File: src/rtl/div_signed_seq_pkg.sv
// Shared definitions for the sequential signed divider: default width,
// controller state encoding and the divide-by-zero quotient pattern.
package div_signed_seq_pkg;

    localparam int WIDTH_DEF = 8;

    typedef enum logic [1:0] {
        IDLE = 2'd0,
        CALC = 2'd1,
        FIX  = 2'd2,
        DONE = 2'd3
    } state_t;

    // All-ones quotient reported on divide by zero; sliced to the operand width.
    localparam logic [63:0] DZ_QUOT_ALL = '1;

endpackage

File: src/rtl/div_signed_seq_if.sv
// Request/result bundle of the divider: operands and start from the master,
// status and results from the divider.
interface div_signed_seq_if
    import div_signed_seq_pkg::*;
#(
    parameter int WIDTH = WIDTH_DEF
);
    logic             start;
    logic [WIDTH-1:0] A;
    logic [WIDTH-1:0] B;
    logic             busy;
    logic             done;
    logic [WIDTH-1:0] R;
    logic [WIDTH-1:0] REM;
    logic             div_zero;
    logic             overflow;

    modport master (
        output start, A, B,
        input  busy, done, R, REM, div_zero, overflow
    );

    modport slave (
        input  start, A, B,
        output busy, done, R, REM, div_zero, overflow
    );
endinterface

File: src/rtl/div_signed_seq_twos_negate.sv
// Conditional two's-complement negate: y = neg ? -a : a, as an incrementer
// over the optionally inverted operand with carry-in = neg.
module twos_negate
    import div_signed_seq_pkg::*;
#(
    parameter int WIDTH = WIDTH_DEF
) (
    input  logic [WIDTH-1:0] a_i,
    input  logic             neg_i,
    output logic [WIDTH-1:0] y_o
);
    logic [WIDTH-1:0] x;
    logic [WIDTH-1:0] c;

    assign x    = a_i ^ {WIDTH{neg_i}};
    assign c[0] = neg_i;

    generate
        for (genvar gi = 0; gi < WIDTH; gi++) begin : g_bit
            assign y_o[gi] = x[gi] ^ c[gi];
            if (gi < WIDTH - 1) begin : g_carry
                assign c[gi+1] = x[gi] & c[gi];
            end
        end
    endgenerate
endmodule

File: src/rtl/div_signed_seq.sv
// Sequential signed divider: magnitudes are divided by a restoring
// shift/subtract loop (one quotient bit per clock), then sign-corrected.
module div_signed_seq
    import div_signed_seq_pkg::*;
#(
    parameter int WIDTH = WIDTH_DEF
) (
    input  logic                 clk,
    input  logic                 CLR,
    div_signed_seq_if.slave      bus
);
    localparam int CW = (WIDTH > 2) ? $clog2(WIDTH) : 1;
    localparam logic [WIDTH-1:0] MOST_NEG = {1'b1, {(WIDTH-1){1'b0}}};

    state_t           state_q;
    logic [CW-1:0]    count_q;
    logic [WIDTH-1:0] quo_q, rem_q, div_q;
    logic             neg_quo_q, neg_rem_q, dz_q, ovf_q;
    logic             busy_q, done_q, div_zero_q, overflow_q;
    logic [WIDTH-1:0] r_q, rem_out_q;

    logic [WIDTH-1:0] abs_a, abs_b, quo_fix, rem_fix;
    logic [WIDTH-1:0] quo_d, rem_d, diff;
    logic [WIDTH:0]   trial_a, trial_b;
    logic [WIDTH+1:0] carry;

    twos_negate #(.WIDTH(WIDTH)) u_abs_a (.a_i(bus.A), .neg_i(bus.A[WIDTH-1]), .y_o(abs_a));
    twos_negate #(.WIDTH(WIDTH)) u_abs_b (.a_i(bus.B), .neg_i(bus.B[WIDTH-1]), .y_o(abs_b));
    twos_negate #(.WIDTH(WIDTH)) u_fix_q (.a_i(quo_q), .neg_i(neg_quo_q), .y_o(quo_fix));
    twos_negate #(.WIDTH(WIDTH)) u_fix_r (.a_i(rem_q), .neg_i(neg_rem_q), .y_o(rem_fix));

    // Trial subtract over WIDTH+1 bits; a carry out means no borrow, i.e. keep.
    assign trial_a  = {rem_q, quo_q[WIDTH-1]};
    assign trial_b  = ~{1'b0, div_q};
    assign carry[0] = 1'b1;

    generate
        for (genvar gi = 0; gi <= WIDTH; gi++) begin : g_sub
            assign carry[gi+1] = (trial_a[gi] & trial_b[gi]) | (trial_a[gi] & carry[gi])
                               | (trial_b[gi] & carry[gi]);
            if (gi < WIDTH) begin : g_sum
                assign diff[gi] = trial_a[gi] ^ trial_b[gi] ^ carry[gi];
            end
        end
    endgenerate

    assign rem_d = carry[WIDTH+1] ? diff : trial_a[WIDTH-1:0];
    assign quo_d = {quo_q[WIDTH-2:0], carry[WIDTH+1]};

    always_ff @(posedge clk or negedge CLR) begin
        if (!CLR) begin
            state_q    <= IDLE;
            count_q    <= '0;
            quo_q      <= '0;
            rem_q      <= '0;
            div_q      <= '0;
            neg_quo_q  <= 1'b0;
            neg_rem_q  <= 1'b0;
            dz_q       <= 1'b0;
            ovf_q      <= 1'b0;
            busy_q     <= 1'b0;
            done_q     <= 1'b0;
            div_zero_q <= 1'b0;
            overflow_q <= 1'b0;
            r_q        <= '0;
            rem_out_q  <= '0;
        end else begin
            done_q <= 1'b0;
            case (state_q)
                IDLE: begin
                    if (bus.start) begin
                        busy_q     <= 1'b1;
                        div_zero_q <= 1'b0;
                        overflow_q <= 1'b0;
                        neg_quo_q  <= bus.A[WIDTH-1] ^ bus.B[WIDTH-1];
                        neg_rem_q  <= bus.A[WIDTH-1];
                        div_q      <= abs_b;
                        ovf_q      <= (bus.A == MOST_NEG) && (bus.B == {WIDTH{1'b1}});
                        count_q    <= CW'(WIDTH - 1);
                        if (bus.B == '0) begin
                            // Results are final already, so skip straight to publishing.
                            dz_q    <= 1'b1;
                            quo_q   <= DZ_QUOT_ALL[WIDTH-1:0];
                            rem_q   <= bus.A;
                            state_q <= DONE;
                        end else begin
                            dz_q    <= 1'b0;
                            quo_q   <= abs_a;
                            rem_q   <= '0;
                            state_q <= CALC;
                        end
                    end
                end
                CALC: begin
                    quo_q <= quo_d;
                    rem_q <= rem_d;
                    if (count_q == '0) begin
                        state_q <= FIX;
                    end else begin
                        count_q <= count_q - CW'(1);
                    end
                end
                FIX: begin
                    quo_q   <= quo_fix;
                    rem_q   <= rem_fix;
                    state_q <= DONE;
                end
                DONE: begin
                    done_q     <= 1'b1;
                    busy_q     <= 1'b0;
                    r_q        <= quo_q;
                    rem_out_q  <= rem_q;
                    div_zero_q <= dz_q;
                    overflow_q <= ovf_q;
                    state_q    <= IDLE;
                end
                default: state_q <= IDLE;
            endcase
        end
    end

    assign bus.busy     = busy_q;
    assign bus.done     = done_q;
    assign bus.R        = r_q;
    assign bus.REM      = rem_out_q;
    assign bus.div_zero = div_zero_q;
    assign bus.overflow = overflow_q;
endmodule

File: src/flat_wrapper.sv
// flat-port wrapper written by rule: the top's interface ports become plain ports
module div_signed_seq_flat import div_signed_seq_pkg::*;
#(
    parameter int WIDTH = WIDTH_DEF
)
  (clk, CLR, bus_start, bus_A, bus_B, bus_busy, bus_done, bus_R, bus_REM, bus_div_zero, bus_overflow);
  div_signed_seq_if #(.WIDTH(WIDTH)) bus_i ();
  input  logic clk;
  input  logic CLR;
  input wire logic [$bits(bus_i.start)-1:0] bus_start;
  input wire logic [$bits(bus_i.A)-1:0] bus_A;
  input wire logic [$bits(bus_i.B)-1:0] bus_B;
  output wire logic [$bits(bus_i.busy)-1:0] bus_busy;
  output wire logic [$bits(bus_i.done)-1:0] bus_done;
  output wire logic [$bits(bus_i.R)-1:0] bus_R;
  output wire logic [$bits(bus_i.REM)-1:0] bus_REM;
  output wire logic [$bits(bus_i.div_zero)-1:0] bus_div_zero;
  output wire logic [$bits(bus_i.overflow)-1:0] bus_overflow;
  assign bus_i.start = bus_start;
  assign bus_i.A = bus_A;
  assign bus_i.B = bus_B;
  assign bus_busy = bus_i.busy;
  assign bus_done = bus_i.done;
  assign bus_R = bus_i.R;
  assign bus_REM = bus_i.REM;
  assign bus_div_zero = bus_i.div_zero;
  assign bus_overflow = bus_i.overflow;
  div_signed_seq #(.WIDTH(WIDTH)) u_core (.clk(clk), .CLR(CLR), .bus(bus_i));
endmodule
File: config.mk
export PLATFORM = sky130hd
export DESIGN_NAME = div_signed_seq_flat
export DESIGN_NICKNAME = d
export VERILOG_FILES = /design/src/rtl/div_signed_seq_pkg.sv /design/src/rtl/div_signed_seq_if.sv /design/src/rtl/div_signed_seq_twos_negate.sv /design/src/rtl/div_signed_seq.sv /design/src/flat_wrapper.sv
export SDC_FILE = /design/constraint.sdc
export NUM_CORES = 1
export LEC_CHECK = 0
export CORE_AREA = 2 2 107 109
export CTS_CLUSTER_SIZE = 24
export DETAILED_ROUTE_END_ITERATION = 10
export DIE_AREA = 0 0 109 111
export HOLD_SLACK_MARGIN = 0.12
export SYNTH_ARGS = -nofsm -noshare
export SYNTH_HDL_FRONTEND = slang
export SYNTH_HIERARCHICAL = 1
export SYNTH_SLANG_ARGS = --single-unit
File: constraint.sdc
create_clock -name clk -period 4.26 [get_ports clk]
set_clock_uncertainty 0.1 [all_clocks]
set_input_delay 0.639 -clock clk [delete_from_list [all_inputs] [get_ports clk]]
set_output_delay 0.639 -clock clk [all_outputs]
set_load 0.02 [all_outputs]
Word-level counts from Yosys, hierarchy flattened

Index checks and enable logic that the tools add are counted.

Bits in registers: 53
Word-level logic and storage cells: 182
Output and inout port bits: 20

$add $sub $neg: 1
Reductions and logical operators: 12
Equality and inequality tests: 8
Bitwise operators: 125
Muxes and demuxes: 21

Operators by type and width:

| cell                                                | count |
|---|---|
| bitwise AND 1 bit                                   | 53 |
| case mux 8 bit (3 select lines)                     | 2 |
| bitwise XOR 1 bit                                   | 48 |
| 2-to-1 mux 8 bit                                    | 5 |
| bitwise XOR 8 bit                                   | 4 |
| bitwise OR 1 bit                                    | 18 |
| equality test 8 bit, second input constant          | 2 |
| inverter 8 -> 9 bit                                 | 1 |
| logical NOT 8 bit                                   | 1 |
| case mux 2 bit (4 select lines)                     | 1 |
| AND reduction 2 bit                                 | 4 |
| 2-to-1 mux 2 bit                                    | 3 |
| 2-to-1 mux 3 bit                                    | 2 |
| case mux 1 bit (2 select lines)                     | 3 |
| case mux 3 bit (2 select lines)                     | 1 |
| equality test 2 bit, second input constant          | 2 |
| 2-to-1 mux 1 bit                                    | 4 |
| inequality test 2 bit, second input constant        | 2 |
| nonzero test 2 bit                                  | 2 |
| logical NOT 3 bit                                   | 1 |
| AND reduction 3 bit                                 | 1 |
| nonzero test 3 bit                                  | 1 |
| subtractor 3 x 1 -> 3 bit, second input constant    | 1 |
| equality test 2 x 1 -> 1 bit, second input constant | 1 |
| other kinds (4)                                     | 4 |

Longest topological paths before layout

Depth after elaboration: 30
Mapped depth: 13
Gate-level depth less buffers: 12

By module

Netlist, hierarchy kept.

By module, submodules not included:

| module         | seq. area each (µm²) | times used | cells an instance | area each (µm²) |
|---|---|---|---|---|
| div_signed_seq | 1326.3               | 1          | 259               | 2975.4 |
| twos_negate    | 0.0                  | 4          | 17                | 187.7 |

Least setup slack after synthesis

OpenSTA, ideal clock, no wires.

Kind: register to register
Start point: register u_core.quo_q[7]
End point: register u_core.rem_q[0]
Stages on the path, launching flop included: 14
Clock period less this slack: 4.250 ns
Data required time: 4.037 ns
Library setup time: 0.123 ns
Path slack: 0.010 ns
Data arrival time: 4.028 ns
Path buffers: 1
Path through: dfrtp_1 inv_1 ha_1 fa_1 fa_1 fa_1 fa_1 fa_1 fa_1 fa_1 nand2b_1 buf_1 a211oi_1 o221a_2

Word-level cells in the longest chain between the ends: 29
Elaborated cells on any way between the ends: 39

RTL lines:

| item                              | line                  | source |
|---|---|---|
| start: declaration                | div_signed_seq.sv:17  | `logic [WIDTH-1:0] quo_q, rem_q, div_q;` |
| start signal: assignment          | div_signed_seq.sv:83  | `quo_q <= DZ_QUOT_ALL[WIDTH-1:0];` |
| start signal: assignment          | div_signed_seq.sv:88  | `quo_q <= abs_a;` |
| start signal: assignment          | div_signed_seq.sv:95  | `quo_q <= quo_d;` |
| bitwise AND 1 bit                 | div_signed_seq.sv:39  | `assign carry[gi+1] = (trial_a[gi] & trial_b[gi]) \| (trial_a[gi] & carry[gi])` |
| bitwise OR 1 bit                  | div_signed_seq.sv:39  |  |
| bitwise OR 1 bit                  | div_signed_seq.sv:40  | `\| (trial_b[gi] & carry[gi]);` |
| bitwise AND 1 bit                 | div_signed_seq.sv:39  |  |
| bitwise OR 1 bit                  | div_signed_seq.sv:39  |  |
| bitwise OR 1 bit                  | div_signed_seq.sv:40  |  |
| bitwise AND 1 bit                 | div_signed_seq.sv:39  |  |
| bitwise OR 1 bit                  | div_signed_seq.sv:39  |  |
| (+13 left out)                    | n/a                   |  |
| bitwise AND 1 bit                 | div_signed_seq.sv:39  |  |
| bitwise OR 1 bit                  | div_signed_seq.sv:39  |  |
| bitwise OR 1 bit                  | div_signed_seq.sv:40  |  |
| bitwise AND 1 bit                 | div_signed_seq.sv:39  |  |
| bitwise OR 1 bit                  | div_signed_seq.sv:39  |  |
| bitwise OR 1 bit                  | div_signed_seq.sv:40  |  |
| 2-to-1 mux 8 bit *                | div_signed_seq.sv:47  | `assign rem_d = carry[WIDTH+1] ? diff : trial_a[WIDTH-1:0];` |
| case mux 8 bit (3 select lines) * | div_signed_seq.sv:69  | `case (state_q)` |
| end signal: assignment            | div_signed_seq.sv:84  | `rem_q <= bus.A;` |
| end signal: assignment            | div_signed_seq.sv:96  | `rem_q <= rem_d;` |
| end signal: assignment            | div_signed_seq.sv:105 | `rem_q <= rem_fix;` |
| end: declaration                  | div_signed_seq.sv:17  |  |

Mark *: on every way between the ends. The rest lies on a longest branch, timed or not.
A chain may end at the register's enable or synchronous reset.

Worst setup path in the final report

Start point: register u_core.quo_q[7]
End point: register u_core.rem_q[6]

Word-level cells in the longest chain between the ends: 29
Elaborated cells on any way between the ends: 38

RTL lines:

| item                              | line |
|---|---|
| bitwise AND 1 bit                 | div_signed_seq.sv:39 |
| bitwise OR 1 bit *                | div_signed_seq.sv:39 |
| bitwise OR 1 bit *                | div_signed_seq.sv:40 |
| bitwise AND 1 bit                 | div_signed_seq.sv:39 |
| bitwise OR 1 bit                  | div_signed_seq.sv:39 |
| bitwise OR 1 bit *                | div_signed_seq.sv:40 |
| bitwise AND 1 bit                 | div_signed_seq.sv:39 |
| bitwise OR 1 bit                  | div_signed_seq.sv:39 |
| (+13 left out)                    | n/a |
| bitwise AND 1 bit                 | div_signed_seq.sv:39 |
| bitwise OR 1 bit                  | div_signed_seq.sv:39 |
| bitwise OR 1 bit                  | div_signed_seq.sv:40 |
| bitwise AND 1 bit                 | div_signed_seq.sv:39 |
| bitwise OR 1 bit                  | div_signed_seq.sv:39 |
| bitwise OR 1 bit                  | div_signed_seq.sv:40 |
| 2-to-1 mux 8 bit *                | div_signed_seq.sv:47 |
| case mux 8 bit (3 select lines) * | div_signed_seq.sv:69 |

Marks and branches as above.

==> impl_metrics.tcl <==
set metrics [dict create \
    cts_buffers 5 \
    tightest_slew_ns 1.04 \
    final_nets 422 \
    synth_fp_nets 388 \
    r2r_start "u_core/quo_q[7]" \
    startpoint "u_core/quo_q[7]" \
    drive_above_1_share 0.191 \
    wl_per_cell_um 16.1 \
    synthArstFlopShare 1.00 \
    worst_ir_drop_vdd_mv 0.305 \
    synth_cell_types 43 \
    gp_congestion 0.941 \
    ios 39 \
    syn_to_final_growth_pct 17.6 \
    vias 2651 \
    ys_seq_area_frac 0.356 \
    grt_max_degree 54 \
    synth_cells 327 \
    min_period_ns 4.07 \
    clk_path_buf_depth 2 \
    pre_cts_slack_ns -0.0937 \
    r2r_end "u_core/rem_q[6]" \
    htree_levels 2 \
    fmax_mhz 246 \
    die_height_um 111 \
    clk_latency_ns 0.29 \
    hold_path_class "primary input to async pin" \
    start_util 0.336 \
    crit_fanout 9 \
    viasPerCell 5.26 \
    worst_slack_ns 0.190 \
    track_usage 0.142 \
    yosys_register_bits 53 \
    cellLeakagePower_uw 0.00189 \
    hpwl_mm 6.00 \
    cp.arrival_ns 4.15 \
    dp_cells 495 \
    critical_path_class "register to register" \
    ys_warn_count 6 \
    drcViolationCount 0 \
    slew_viol_final 0 \
    syn_area_um2 3730 \
    antenna_found_initial 0 \
    critPathCapture "u_core/rem_q[6]" \
    timing.final.hold_violations 0 \
    final_antenna_net_count 0 \
    io_buffers 38 \
    cp.required_ns 4.34 \
    finalHoldWorstSlack_ns 0.369 \
    grt_pass1_vias 2622 \
    cts_tree "done" \
    wirelength_mm 8.11 \
    overflow 0 \
    avgSynthCellArea_um2 11.4 \
    final_cells 504 \
    cts_hold_buf 0 \
    fin_crit_sh 0.955 \
    synth_ff_type "dfrtp_1" \
    worstSetupStartpointType "register" \
    finalSetupViolations 0 \
    rsz0062_at_grt "no" \
    clk_pin_slew_ns 0.07 \
    relSlewSlack 0.309 \
    core_um2 11100 \
    drt-pass1-iter-count 4 \
    crit_path_end_kind "register" \
    drt_iter0_markers 164 \
    p_per_area_nw_per_um2 807 \
    run_status "completed" \
    r2r_slack_ns 0.19 \
    clock_sinks 53 \
    dieArea_um2 12100 \
    insertedDiodeCount 0 \
    maxCapViolCount 0 \
    fillers 1089 \
    clock-root-buffer "clkbuf_16" \
    die_w_um 109 \
    r2r_cells 13 \
    synth_edf_count 0 \
    grt_pass1_wl_mm 13.7 \
    row_count 39 \
]
## placed cells by master, fill, tap and decap left out, types with 8 or more instances in the layout
cell type and count:
dfrtp_1 53, clkdlybuf4s50_1 37, ha_1 35, mux2_2 25, nand2_1 24, xor2_1 24
inv_1 21, a211oi_1 16, buf_4 9, o21ai_0 8, a221oi_1 8, nor3b_1 8
nand3_1 8
## worst max-delay path, cell delays in order (launching register included)
cell and delay [ns]:
dfrtp_1 0.34, inv_1 0.04, ha_1 0.20, fa_1 0.38
fa_1 0.40, fa_2 0.35, fa_2 0.35, fa_2 0.35
fa_2 0.36, fa_2 0.39, clkbuf_2 0.15, nand2b_2 0.17
a211oi_1 0.11, o221a_2 0.25
## what timing repair did
action | CTS | global route
endpoints found under the hold margin | 0 | 0
resized for setup | 2 | 4
setup buffers | 0 | 2
endpoints found under the setup margin | 9 | 9
pin swaps | 0 | 10
## metrics by stage
step / util / cell area [um^2] / total power [uW] / TNS [ns]
detailed placement: 0.379 / 4200 / 3050 / -0.665
global placement: 0.379 / 4200 / 3010 / -0.241
CTS: 0.394 / 4360 / 3530 / 0
floorplan: - / 3730 / 2510 / 0
global route: 0.396 / 4380 / 3850 / 0
finish: 0.396 / 4380 / 3540 / 0
## worst min-delay path by stage
stage,slack (ns),startpoint,end,cells past startpoint
2_1_floorplan,0.24,CLR,u_core/bus.REM[0],0
3_3_place_gp,0.39,u_core/bus.R[3],u_core/bus.R[3],1
3_5_place_dp,0.39,u_core/ovf_q,u_core/ovf_q,2
4_1_cts,0.40,CLR,u_core/count_q[2],2
5_1_grt,0.42,u_core/bus.R[3],u_core/bus.R[3],1
6_report,0.37,CLR,u_core/count_q[2],2
## cell families after synthesis
group / count (synthesis) / synth area share
fa+ha+maj: 42 / 0.155
flops: 53 / 0.356
buf+inv: 43 / 0.0611
mux: 29 / 0.0863
compound gates: 70 / 0.156
xor+xnor: 33 / 0.0937
simple gates: 57 / 0.0913
## report_power, final
part	switching, uW	internal [uW]
sequential	240	751
clock	180	273
combinational	1050	1040
## flip-flops by register name (all words and copies together), names as in the netlist
name and flops:
u_core/neg_rem_q 1, u_core/bus.overflow 1, u_core/quo_q 8, u_core/ovf_q 1, u_core/state_q 2, u_core/count_q 3, u_core/neg_quo_q 1, u_core/bus.done 1
u_core/bus.div_zero 1, u_core/bus.R 8, u_core/bus.busy 1, u_core/dz_q 1, u_core/rem_q 8, u_core/bus.REM 8, u_core/div_q 8
## layout make-up
| type | instances | area, um^2 | area share |
|---|---|---|---|
| clock buffer | 5 | 125 | 0.0285 |
| clock inverter | 2 | 35.0 | 0.00799 |
| inverter | 22 | 82.6 | 0.0188 |
| multi-input combinational | 231 | 2190 | 0.499 |
| sequential | 53 | 1330 | 0.303 |
| tap | 143 | 179 | 0.0408 |
| timing repair buffer | 48 | 448 | 0.102 |
## Yosys cell counts (2+ instances only)
cell type / count / area share
mux2i_1: 4 / 0.011
nand3_1: 8 / 0.011
buf_1: 2 / 0.0020
mux2_2: 25 / 0.076
o31ai_1: 6 / 0.012
clkbuf_1: 5 / 0.0050
a31o_2: 7 / 0.016
fa_1: 7 / 0.038
nor3b_1: 8 / 0.016
inv_1: 21 / 0.021
a222oi_1: 3 / 0.0081
a221oi_1: 8 / 0.019
nand2b_1: 2 / 0.0034
nand3b_1: 7 / 0.014
dfrtp_1: 53 / 0.36
a211oi_1: 16 / 0.032
nor2b_1: 2 / 0.0034
a32oi_1: 2 / 0.0047
o21ai_0: 8 / 0.011
o22ai_1: 2 / 0.0034
nor4_4: 2 / 0.011
xor3_1: 4 / 0.026
nand2_1: 24 / 0.024
ha_1: 35 / 0.12
buf_2: 5 / 0.0067
buf_6: 7 / 0.021
xor2_1: 24 / 0.056
o31ai_2: 3 / 0.010
or4_1: 2 / 0.0040
o221a_2: 7 / 0.021
xnor2_1: 5 / 0.012
buf_4: 2 / 0.0040
## routing by layer
metal	wire length [um]	share of wire	vias up	global-route usage
li1	-	-	1273	-
met1	3970	0.49	1313	0.208
met2	3690	0.46	55	0.217
met3	284	0.035	10	0.0235
met4	159	0.020	0	0.0376
met5	0	0	-	0
Note: power is estimated with default switching activity, not from simulation.
